===== src/rtl/vga_timing_gen.sv =====
// Parametrised VGA raster timing generator: pixel-tick divider, x/y counters,
// line/frame strobes and a tick-aligned delay line on the sync/blank flags.
module vga_timing_gen #(
  parameter int H_DISPLAY  = 640,
  parameter int H_FRONT    = 16,
  parameter int H_SYNC     = 96,
  parameter int H_BACK     = 48,
  parameter int V_DISPLAY  = 480,
  parameter int V_FRONT    = 10,
  parameter int V_SYNC     = 2,
  parameter int V_BACK     = 33,
  parameter bit HSYNC_POL  = 1'b0,
  parameter bit VSYNC_POL  = 1'b0,
  parameter int CLK_DIV    = 1,
  parameter int PIPE_DELAY = 1,
  parameter int CW         = 10
) (
  input  logic          clk,
  input  logic          reset,
  input  logic          enable,
  output logic          p_tick,
  output logic [CW-1:0] pixel_x,
  output logic [CW-1:0] pixel_y,
  output logic          hsync,
  output logic          vsync,
  output logic          video_on,
  output logic          line_start,
  output logic          frame_start,
  output logic [15:0]   frame_count
);

  localparam int H_TOTAL = H_DISPLAY + H_FRONT + H_SYNC + H_BACK;
  localparam int V_TOTAL = V_DISPLAY + V_FRONT + V_SYNC + V_BACK;
  localparam int DW      = (CLK_DIV > 1) ? $clog2(CLK_DIV) : 1;

  localparam logic [DW-1:0] DIV_LAST = DW'(CLK_DIV - 1);
  localparam logic [CW-1:0] H_LAST   = CW'(H_TOTAL - 1);
  localparam logic [CW-1:0] V_LAST   = CW'(V_TOTAL - 1);
  localparam logic [CW-1:0] H_VIS    = CW'(H_DISPLAY);
  localparam logic [CW-1:0] V_VIS    = CW'(V_DISPLAY);
  localparam logic [CW-1:0] HS_FIRST = CW'(H_DISPLAY + H_FRONT);
  localparam logic [CW-1:0] HS_LAST  = CW'(H_DISPLAY + H_FRONT + H_SYNC - 1);
  localparam logic [CW-1:0] VS_FIRST = CW'(V_DISPLAY + V_FRONT);
  localparam logic [CW-1:0] VS_LAST  = CW'(V_DISPLAY + V_FRONT + V_SYNC - 1);

  // Inactive sync levels with blanking; also what every delay stage resets to.
  localparam logic [2:0] IDLE_FLAGS = {~HSYNC_POL, ~VSYNC_POL, 1'b0};

  logic [DW-1:0] div;
  logic          h_last;
  logic          v_last;
  logic          h_act;
  logic          v_act;
  logic          vis;
  logic [2:0]    flags_p0;
  logic [2:0]    flags_p [PIPE_DELAY];

  assign p_tick      = enable & ~reset & (div == DIV_LAST);
  assign h_last      = (pixel_x == H_LAST);
  assign v_last      = (pixel_y == V_LAST);
  assign line_start  = p_tick & (pixel_x == '0);
  assign frame_start = line_start & (pixel_y == '0);

  always_ff @(posedge clk or posedge reset) begin
    if (reset) begin
      div <= '0;
    end else if (enable) begin
      div <= (div == DIV_LAST) ? '0 : div + 1'b1;
    end
  end

  always_ff @(posedge clk or posedge reset) begin
    if (reset) begin
      pixel_x     <= '0;
      pixel_y     <= '0;
      frame_count <= '0;
    end else if (p_tick) begin
      pixel_x <= h_last ? '0 : pixel_x + 1'b1;
      if (h_last) begin
        pixel_y <= v_last ? '0 : pixel_y + 1'b1;
        if (v_last) begin
          frame_count <= frame_count + 16'd1;
        end
      end
    end
  end

  always_comb begin
    h_act    = (pixel_x >= HS_FIRST) && (pixel_x <= HS_LAST);
    v_act    = (pixel_y >= VS_FIRST) && (pixel_y <= VS_LAST);
    vis      = (pixel_x < H_VIS) && (pixel_y < V_VIS);
    flags_p0 = {h_act ^ ~HSYNC_POL, v_act ^ ~VSYNC_POL, vis};
  end

  // Delay line advances in pixel ticks so outputs trail the counters by PIPE_DELAY ticks.
  always_ff @(posedge clk or posedge reset) begin
    if (reset) begin
      for (int i = 0; i < PIPE_DELAY; i++) begin
        flags_p[i] <= IDLE_FLAGS;
      end
    end else if (p_tick) begin
      flags_p[0] <= flags_p0;
      for (int i = 1; i < PIPE_DELAY; i++) begin
        flags_p[i] <= flags_p[i-1];
      end
    end
  end

  assign {hsync, vsync, video_on} = flags_p[PIPE_DELAY-1];

endmodule


===== config.mk =====
export PLATFORM = sky130hd
export DESIGN_NAME = vga_timing_gen
export DESIGN_NICKNAME = d
export VERILOG_FILES = /design/src/rtl/vga_timing_gen.sv
export SDC_FILE = /design/constraint.sdc
export NUM_CORES = 1
export LEC_CHECK = 0
export ABC_AREA = 1
export BUFFER_PORTS_ARGS = -buffer_cell sky130_fd_sc_hd__buf_2
export CAP_MARGIN = 0
export CORE_ASPECT_RATIO = 1.2
export CORE_UTILIZATION = 50
export CTS_BUF_LIST = sky130_fd_sc_hd__clkbuf_4 sky130_fd_sc_hd__clkbuf_8
export CTS_CLUSTER_SIZE = 24
export DETAILED_ROUTE_END_ITERATION = 16
export PLACE_DENSITY = 0.73
export SYNTH_ARGS = -nofsm -noshare
export SYNTH_HDL_FRONTEND = slang
export SYNTH_SLANG_ARGS = --single-unit

===== constraint.sdc =====
create_clock -name clk -period 4.85 [get_ports clk]
set_clock_uncertainty 0.2 [all_clocks]
set_input_delay 0.7275 -clock clk [delete_from_list [all_inputs] [get_ports clk]]
set_output_delay 0.7275 -clock clk [all_outputs]
set_load 0.01 [all_outputs]

==> results by group, run 1 <==
Layout
  – Layout cells sized above 1: 0.192
  – Synth-to-layout area growth: 14.6%
  – NumNets Final: 383
  – # diodes: 0
  – Filler instances: around 430
  – Final Non-Filler Cells: 433

Global routing
  – Total gr overflow: 0
  – All-Layer GR Usage: 0.234
  – Initial antenna violation count: 0
  – Global-route wire length before repair: 9250 um
  – Vias in the first global route: 2033
  – Pin count of the biggest net entering global routing: 40

Timing
  – RSZ-0062 raised after global routing: false
  – Final setup violation count: 0
  – Max-slew violation count: 0
  – Period utilisation layout: 0.562
  – Fin Hold WS: 0.298 ns
  – Least-Margin Pin Slew: between 0.5 and 0.6 ns
  – Fmax: 367 MHz
  – Final Hold Viols: 0
  – Fin crit period: 2.73 ns
  – Max_slew headroom: 0.666
  – Fin Setup TNS: 0 ns
  – Final WS setup: 2.12 ns

Critical path
  – CP dominant cell by count: inv_1
  – Max incr delay on CP: 0.44 ns
  – CP arrival: approximately 1.8 ns
  – CP Buf/Inv Count: 3
  – Slowest CP cell: dfrtp_1
  – Crit path max-delay family: simple AND/OR/NAND/NOR gates
  – R2R depth: 8
  – Worst setup EP type: output port
  – FF-to-FF Start: pixel_x[0]
  – WP data required: slightly below 4 ns
  – CP Max Fanout: 6
  – CP cell instances: inv_1 > ha_1 > inv_1 > nor2_1 > nand3_1 > nor3_1 > buf_2
  – RR Endpoint: frame_count[9]
  – Worst R2R Setup Slack: 2.70 ns
  – Startpoint Class: flop
  – Setup CP Type: reg2out

Die
  – Die Area: 0.00514 mm2
  – Core area: 0.00463 mm2
  – Initial Utilization: 0.524
  – Die Y: about 78 um
  – I/O pin cnt: 45
  – Die W: 65.6 um
  – # rows: 27

Logic synthesis
  – Main combinational cell family by area after synthesis: simple AND/OR/NAND/NOR gates
  – Syn Std Cell Area: 0.00243 mm2
  – Adder-cell share of the synthesized area: 0.0309
  – Syn. warnings: 0
  – Area leader, netlist: dfrtp_1
  – Cells after Synth: around 330
  – Seq/Total Area, Yosys: 0.403
  – Ranking of synthesized cells by area: dfrtp_1 (38%), nand2_1 (16%), nor2_1 (6.3%)
  – Post-Synth Simple-Gate Area: 0.370
  – Syn_area_per_cell: 7.37 um2
  – Count of cell types in the netlist: 28
  – Synth top area share: 0.382
  – Compound-Gate Fraction of Synth Area: 0.0490
  – XOR/XNOR Fraction of Synth Area: 0.0650
  – Post-Syn Nets: 338
  – Mux share of post-synthesis cell area: 0
  – FF+latch count, synth: 39

Clock network
  – Hold-fix buffers, CTS: 0
  – Worst-Skew Late Latency: 0.29 ns
  – CTS Buffer Depth: 2
  – Setup bufs post-CTS: 0
  – Post-CTS sizing: 0
  – CTS H-Tree Depth: 2
  – CTS sink count: 39
  – CTS tree: done
  – Clk pin slew, worst setup/hold paths: 0.08 ns
  – Cts bufs inserted: 5
  – Clock root cell: clkbuf_8

Place
  – # placed instances: 425
  – Post-DP HPWL: roughly 4000 um
  – Port-buffer cells: between 40 and 50
  – Routability congestion estimate: 0.869
  – Placement Setup Slack: ~2.3 ns

Power
  – Combinational power share: 0.160
  – Peak supply drop: between 0.1 and 0.15 mV
  – Cell internal pwr: 0.000563 W
  – Power Density: ~290 mW/mm2
  – Leakage power: 1.47 nW
  – Power Total: 0.000807 W
  – Switching Share: 0.303
  – P_sw: 0.000244 W
  – Flop pwr share: 0.489
  – Clock network power share: 0.351

Route
  – DR vias/cell: about 5.2
  – 1st-pass router iterations: 4
  – Detailed Route Iter0 Violations: 172
  – Detailed-route via count: between 2000 and 2500
  – Drt total wl: 5440 um
  – DRC viols: 0
  – Antenna-violating nets left: 0
  – Drt wl/cell: 12.6 um

Run status
  – Run status: complete, no violations

Flow run
  – MaxCap Viol Count: 0

Min path
  – Worst hold endpoint: flags_p[0]
  – Worst Hold Depth: 2
  – Hold WC Path Type: reg2reg
  – Hold path start: flags_p[0]
power groups by stage:
stage          registers (W)   logic, W  clock network (W)
6_report            0.000394   0.000129           0.000283
3_5_place_dp        0.000400   0.000130                  0
5_1_grt             0.000399   0.000147           0.000306
3_3_place_gp        0.000399   0.000129                  0
2_1_floorplan       0.000391  0.0000957                  0
4_1_cts             0.000394   0.000131           0.000290
area by class of cell:
| type | instances | area (um2) | share of cell area |
|---|---|---|---|
| Timing Repair Buffer | 45 | 228 | 0.0819 |
| Tap cell | 58 | 72.6 | 0.0261 |
| Sequential cell | 39 | 978 | 0.352 |
| Multi-Input combinational cell | 248 | 1250 | 0.449 |
| Clock buffer | 6 | 82.6 | 0.0297 |
| Inverter | 35 | 136 | 0.0490 |
| Clock inverter | 2 | 35.0 | 0.0126 |
worst reg2reg max path: stages (launching register included):
cell	delay, ns
dfrtp_1	0.45
ha_1	0.22
nand2_2	0.09
nor2_8	0.13
nand2_4	0.07
nor2_4	0.37
nand2_4	0.23
inv_6	0.17
o21ai_0	0.10
state kept, by name (all words and copies together), names as in the netlist:
signal       flops
frame_count     16
pixel_y         10
pixel_x         10
flags_p          3
metrics by stage:
stage | instance area, um2 | util
2_1_floorplan | 2430 | -
3_3_place_gp | 2660 | 0.576
3_5_place_dp | 2660 | 0.576
4_1_cts | 2780 | 0.601
5_1_grt | 2780 | 0.601
6_report | 2780 | 0.601
metal layers:
metal  up-vias  global-route usage  share of wire
met3        11              0.0451          0.047
met5         -                   0              0
met2        58               0.395           0.49
met4         0              0.0804          0.018
met1      1045               0.296           0.44
li1       1132                   -              -
kinds of logic after synthesis:
family / Yosys count
adder cells (fa/ha/maj): 6
buffers and inverters: 42
AO/OA/AOI/OAI: 23
XOR/XNOR: 18
AND/OR/NAND/NOR: 201
flip-flops: 39
cells in the final DEF (no fill, tap or decap), drive strengths merged:
cell,netlist,final
nand2,108,108
buf,7,45
nor2,45,45
dfrtp,37,37
inv,35,35
nand3,25,25
o21ai,18,18
nand4,15,15
xnor2,9,9
xor2,9,9
nor3,6,6
ha,6,6
clkbuf,0,6
a21oi,5,5
nor4,2,2
dfstp,2,2
clkinv,0,1
bufinv,0,1
synth_stat cells:
master     n
a21oi_1    5
buf_2      2
buf_4      2
buf_6      2
buf_8      1
dfrtp_1   37
dfstp_2    2
ha_1       6
inv_1     29
inv_2      5
inv_6      1
nand2_1  103
nand2_2    3
nand2_4    2
nand3_1   24
nand3_2    1
nand4_1   15
nor2_1    41
nor2_2     1
nor2_4     2
nor2_8     1
nor3_1     6
nor4_1     2
o21ai_0   16
o21ai_1    1
o21ai_2    1
xnor2_1    9
xor2_1     9
worst max-delay path by stage:
stage,startpoint,to,slack [ns],cells past startpoint
2_1_floorplan,reset,frame_start,1.98,5
3_3_place_gp,reset,frame_start,2.31,7
3_5_place_dp,reset,frame_start,2.27,7
4_1_cts,pixel_y[0],frame_start,2.13,7
5_1_grt,pixel_y[0],frame_start,2.06,7
6_report,pixel_y[0],frame_start,2.12,7
Power figures use the tool's default switching activity.
==> run 2, diff against run 1 <==
Clock period 4.85 ns to 2.65 ns, I/O delays scaled along.
==> run 2 against run 1 <==
Via count up 0.45%; sequential power grew 83%; utilization increased by 0.57 points; global-route usage up 0.56 points; register-to-register slack worse by 2.0 ns; clock-buffer cell count unchanged; routed wire length shrank 0.61%; critical path type unchanged; non-clock buffer count is 1 higher; combinational power grew 83%; die area did not move.
==> results by group, run 2 (synthesis gave the netlist of run 1 again) <==
Min path
  – Hold WC Path Type: in2async

Timing
  – Fmax: 440 MHz
  – Fin Hold WS: 0.0548 ns (-0.243 ns)
  – Final Hold Viols: 0 (unchanged)
  – Max_slew headroom: 0.669 (+0.00365)
  – Fin Setup TNS: 0 ns (unchanged)
  – Final setup violation count: 0 (unchanged)
  – Least-Margin Pin Slew: 0.496 ns (-0.00547 ns)
  – RSZ-0062 raised after global routing: false
  – Period utilisation layout: 0.858
  – Max-slew violation count: 0 (unchanged)
  – Fin crit period: 2.27 ns

Clock network
  – CTS tree: done
  – CTS Buffer Depth: 2 (unchanged)
  – Setup bufs post-CTS: 0 (unchanged)
  – Worst-Skew Late Latency: 0.29 ns (about the same)
  – Cts bufs inserted: 5 (unchanged)
  – Clk pin slew, worst setup/hold paths: 0.08 ns (about the same)
  – Post-CTS sizing: 0 (unchanged)
  – Clock root cell: clkbuf_8
  – Hold-fix buffers, CTS: 0 (unchanged)
  – CTS H-Tree Depth: 2 (unchanged)
  – CTS sink count: 39 (unchanged)

Place
  – Port-buffer cells: 44 (unchanged)
  – Cell Area, Placed: 0.00267 mm2 (+0.28%)
  – Routability congestion estimate: 0.937 (+7.8%)
  – Post-DP HPWL: 4070 um (+2.1%)

Route
  – Antenna-violating nets left: 0 (unchanged)
  – Drt wl/cell: 12.4 um (-0.84%)
  – Detailed Route Iter0 Violations: 140 (-19%)
  – DR vias/cell: 5.20 (+0.21%)
  – Routed length on met3: 276 um (+8.2%)
  – M1 WL: 2320 um (-3.2%)
  – Met2 routed WL: 2730 um (+1.4%)
  – 1st-pass router iterations: 4 (unchanged)
  – Detailed-route via count: 2256 (+0.45%)
  – DRC viols: 0 (unchanged)
  – DR top layer: met4
  – Drt total wl: 5400 um (-0.61%)

Run status
  – Run status: complete, no violations

Layout
  – Top reg by flops: frame_count
  – Most frequent cells in the layout: nand2_1 (103), buf_2 (44), nor2_1 (41)
  – Cell area after layout: 0.00281 mm2 (+0.94%)
  – Final core utilization: 0.607 (+0.00568)
  – Layout cells sized above 1: 0.194 (+0.00215)
  – # diodes: 0 (unchanged)
  – Commonest non-fill, non-tap cell in the layout: nand2_1
  – Max reg flops: 16 (unchanged)
  – Synth-to-layout area growth: 15.7%
  – Regs by FF count: frame_count: 16 flops, pixel_x: 10 flops, pixel_y: 10 flops
  – NumNets Final: 384 (+0.26%)

Power
  – Peak supply drop: 0.245 mV (+89%)
  – Power Density: 551 mW/mm2 (+90%)
  – Leakage power: 1.48 nW (+0.89%)

Global routing
  – Initial antenna violation count: 0 (unchanged)
  – Global-route wire length before repair: 9490 um (+2.5%)
  – All-Layer GR Usage: 0.240 (+0.00559)
  – Total gr overflow: 0 (unchanged)
  – Vias in the first global route: 2180 (+7.2%)
  – Pin count of the biggest net entering global routing: 40 (unchanged)

Critical path
  – Slowest CP cell: dfrtp_1
  – CP arrival: 1.68 ns (-0.12 ns)
  – Startpoint Class: flop
  – Worst setup EP type: output port
  – Worst R2R Setup Slack: 0.72 ns (-1.98 ns)
  – CP Max Fanout: 6 (unchanged)
  – CP cell instances: inv_1 > ha_1 > inv_1 > nor2_1 > nand3_1 > nor3_1 > buf_2
  – Max incr delay on CP: 0.43 ns (about the same)
  – WP data required: 2.05 ns (-1.87 ns)
  – Setup CP Type: reg2out
  – CP dominant cell by count: inv_1

Die
  – Die Y: 78.3 um (unchanged)
  – Core area: 0.00463 mm2 (unchanged)
  – Die W: 65.6 um (unchanged)
  – # rows: 27 (unchanged)
  – Initial Utilization: 0.524 (unchanged)
  – I/O pin cnt: 45 (unchanged)
  – Die Area: 0.00514 mm2 (unchanged)

Flow run
  – MaxCap Viol Count: 0 (unchanged)
-- run 2: changes by cell type in the layout (fill, tap and decap cells not counted) --
cell and delta:
buf_4 +1, bufinv_16 +1, clkbuf_4 +1, clkbuf_8 -1, clkinv_2 -1
-- run 2: critical path: cells and delay by family (launching register included) --
kind                       cells  cell delay (ns)
and+or+nand+nor                3             0.43
adders and majority gates      1             0.16
buffers and inverters          3             0.36
DFF                            1             0.43
-- run 2: final cells by class --
type | instances | area [um2]
flip-flops and latches | 39 | 978
clock buffers | 6 | 76.3
multi-input cells | 248 | 1250
inverters | 35 | 136
clock inverters | 2 | 60.1
well taps | 58 | 72.6
fillers | 440 | 1820
repair buffers | 46 | 235
-- run 2: where the power goes --
group / switching (W) / internal, W
clock: 0.000204 / 0.000387
sequential: 0.0000833 / 0.000638
combinational: 0.000149 / 0.0000872
-- run 2: worst paths after layout --
check                            from               to  cells after the start
setup / recovery           pixel_y[0]      frame_start                      7
hold / removal                  reset   frame_count[8]                      3
setup reg to reg           pixel_y[0]  frame_count[12]                      9
hold reg to reg            flags_p[0]       flags_p[0]                      2
max in group asynchronous       reset       flags_p[1]                      3
min in group clk           flags_p[0]       flags_p[0]                      2
-- run 2: through the flow --
stage / worst slack [ns] / total power [W] / instances
floorplan: 0.442 / 0.000891 / 329
detailed placement: 0.644 / 0.000969 / 426
global route: 0.213 / 0.00162 / 434
CTS: 0.352 / 0.00156 / 434
global placement: 0.670 / 0.000964 / 426
finish: 0.376 / 0.00155 / 434
-- run 2: per-layer routing --
metal  vias up  GRT usage
met5         -          0
met4         0     0.0848
met3         8     0.0451
met2        72      0.415
met1      1038      0.293
li1       1138          -
==> run 3, diff against run 2 <==
Settings changed: CELL_PAD_IN_SITES_DETAIL_PLACEMENT set to 1, CELL_PAD_IN_SITES_GLOBAL_PLACEMENT set to 1, CORE_UTILIZATION 50 to 40, PLACE_DENSITY 0.73 to not set, PLACE_DENSITY_LB_ADDON set to 0.1.
==> run 3 against run 2 <==
Die area up 24%; worst setup slack worse by 0.024 ns; critical path depth unchanged; clock-buffer cell count up 1; utilization down 12 points; sequential power about the same; combinational power up 4%; total power down 11%; hold slack better by 0.015 ns; largest power group unchanged; sequential share of layout area up 0.31 points; clock power down 30%; register-to-register slack about the same.
==> results by group, run 3 (synthesis gave the netlist of run 1 again) <==
Layout
  – # diodes: 0 (unchanged)
  – NumNets Final: 384 (unchanged)
  – Commonest non-fill, non-tap cell in the layout: nand2_1
  – Most frequent cells in the layout: nand2_1 (103), buf_2 (44), nor2_1 (41)
  – Layout cells sized above 1: 0.192 (-0.00215)
  – Top reg by flops: frame_count
  – Cell area after layout: 0.00278 mm2 (-0.89%)
  – Synth-to-layout area growth: 14.7%
  – Filler instances: 755 (+72%)
  – Regs by FF count: frame_count: 16 flops, pixel_x: 10 flops, pixel_y: 10 flops
  – Max reg flops: 16 (unchanged)
  – Final core utilization: 0.485 (-0.122)
  – Final Non-Filler Cells: 455 (+4.8%)

Place
  – # placed instances: 448 (+5.2%)
  – Routability congestion estimate: 0.780 (-17%)
  – Port-buffer cells: 44 (unchanged)
  – Post-DP HPWL: 4850 um (+19%)
  – Cell Area, Placed: 0.00270 mm2 (+1.0%)
  – Placement Setup Slack: 0.660 ns (+0.0151 ns)

Timing
  – Final WS setup: 0.352 ns (-0.0238 ns)
  – Final Hold Viols: 0 (unchanged)
  – Period utilisation layout: 0.867 (+0.00899)
  – Fin Setup TNS: 0 ns (unchanged)
  – Fmax: 435 MHz (-1.0%)
  – Max_slew headroom: 0.655 (-0.0145)
  – Fin crit period: 2.30 ns (+0.0238 ns)
  – Least-Margin Pin Slew: 0.518 ns (+0.0217 ns)
  – Final setup violation count: 0 (unchanged)
  – Max-slew violation count: 0 (unchanged)
  – RSZ-0062 raised after global routing: false

Die
  – Die W: 73.1 um (+11%)
  – Initial Utilization: 0.422 (-0.102)
  – Die Y: 87.3 um (+11%)
  – Core area: 0.00574 mm2 (+24%)
  – I/O pin cnt: 45 (unchanged)
  – Die Area: 0.00638 mm2 (+24%)
  – # rows: 30 (+11%)

Global routing
  – All-Layer GR Usage: 0.223 (-0.0170)
  – Vias in the first global route: 2325 (+6.7%)
  – Initial antenna violation count: 0 (unchanged)
  – Total gr overflow: 0 (unchanged)
  – Pin count of the biggest net entering global routing: 40 (unchanged)
  – Global-route wire length before repair: 10900 um (+15%)

Power
  – Combinational power share: 0.178 (+0.026)
  – Power Density: 496 mW/mm2 (-10%)
  – Switching Share: 0.328 (+0.0464)
  – P_sw: 0.000453 W (+3.8%)
  – Leakage power: 1.46 nW (-1.6%)
  – Cell internal pwr: 0.000927 W (-17%)
  – Clock network power share: 0.298 (-0.084)
  – Flop pwr share: 0.524 (+0.058)
  – Peak supply drop: 0.221 mV (-10%)

Clock network
  – CTS Buffer Depth: 2 (unchanged)
  – Cts bufs inserted: 5 (unchanged)
  – CTS tree: done
  – Clock root cell: clkbuf_8
  – CTS sink count: 39 (unchanged)
  – Clk pin slew, worst setup/hold paths: 0.08 ns (about the same)
  – Worst-Skew Late Latency: 0.29 ns (about the same)
  – Hold-fix buffers, CTS: 0 (unchanged)
  – Post-CTS sizing: 0 (unchanged)
  – Setup bufs post-CTS: 0 (unchanged)
  – CTS H-Tree Depth: 2 (unchanged)

Critical path
  – RR Endpoint: frame_count[12]
  – Worst setup EP type: output port
  – WP data required: 2.05 ns (about the same)
  – Setup CP Type: reg2out
  – FF-to-FF Start: pixel_y[0]
  – R2R depth: 9 (unchanged)
  – CP arrival: 1.70 ns (+0.02 ns)
  – CP Max Fanout: 6 (unchanged)
  – Startpoint Class: flop
  – Worst R2R Setup Slack: 0.72 ns (about the same)

Route
  – DRC viols: 0 (unchanged)
  – Drt total wl: 6400 um (+18%)
  – Detailed Route Iter0 Violations: 86 (-39%)
  – Antenna-violating nets left: 0 (unchanged)
  – Drt wl/cell: 14.1 um (+13%)
  – Detailed-route via count: 2300 (+2.0%)
  – 1st-pass router iterations: 4 (unchanged)
  – DR vias/cell: 5.05 (-2.8%)

Run status
  – Run status: complete, no violations

Min path
  – Hold WC Path Type: in2async

Flow run
  – MaxCap Viol Count: 0 (unchanged)
run 3: cell types whose count changed in the layout (fill, tap and decap cells not counted):
cell,change
bufinv_16,-2
clkbuf_4,+1
run 3: area by class of cell:
type                            instances  area (um2)  area share
Timing Repair Buffer                   46         235      0.0845
Inverter                               35         136      0.0490
Sequential cell                        39         978       0.352
Clock buffer                            7        83.8      0.0301
Multi-Input combinational cell        248        1250       0.449
Tap cell                               80         100      0.0360
run 3: how the worst max path moves through the flow:
stage                     slack (ns)           to  cells after the start  startpoint
after floorplan                 0.44  frame_start                      5       reset
after global placement          0.65  frame_start                      7  pixel_y[0]
after detailed placement        0.66  frame_start                      7  pixel_y[0]
after CTS                       0.33  frame_start                      7  pixel_y[0]
after global routing            0.23  frame_start                      7  pixel_y[0]
final                           0.35  frame_start                      7  pixel_y[0]
run 3: worst max-delay path, stage by stage (launching register included):
cell     delay, ns
dfrtp_1       0.43
inv_1         0.15
ha_1          0.16
inv_1         0.04
nor2_1        0.15
nand3_1       0.09
nor3_1        0.21
buf_2         0.17
run 3: metrics by stage:
stage	hold slack (ns)	total power (W)
final	0.0702	0.00138
after global routing	0.124	0.00145
after detailed placement	0.286	0.000980
after CTS	0.0884	0.00140
after global placement	0.283	0.000968
after floorplan	0.184	0.000891
run 3: power by group through the flow:
stage	clock network [W]	registers [W]	logic [W]
global route	0.000445	0.000734	0.000275
floorplan	0	0.000716	0.000175
finish	0.000411	0.000723	0.000246
detailed placement	0	0.000734	0.000245
global placement	0	0.000733	0.000234
CTS	0.000427	0.000723	0.000248
run 3: routing by layer:
layer | vias to the layer above | global-route usage | wire, um
li1 | 1144 | - | -
met1 | 1110 | 0.260 | 2680
met2 | 36 | 0.407 | 3440
met3 | 10 | 0.0347 | 180
met4 | 0 | 0.0766 | 103
met5 | - | 0 | 0
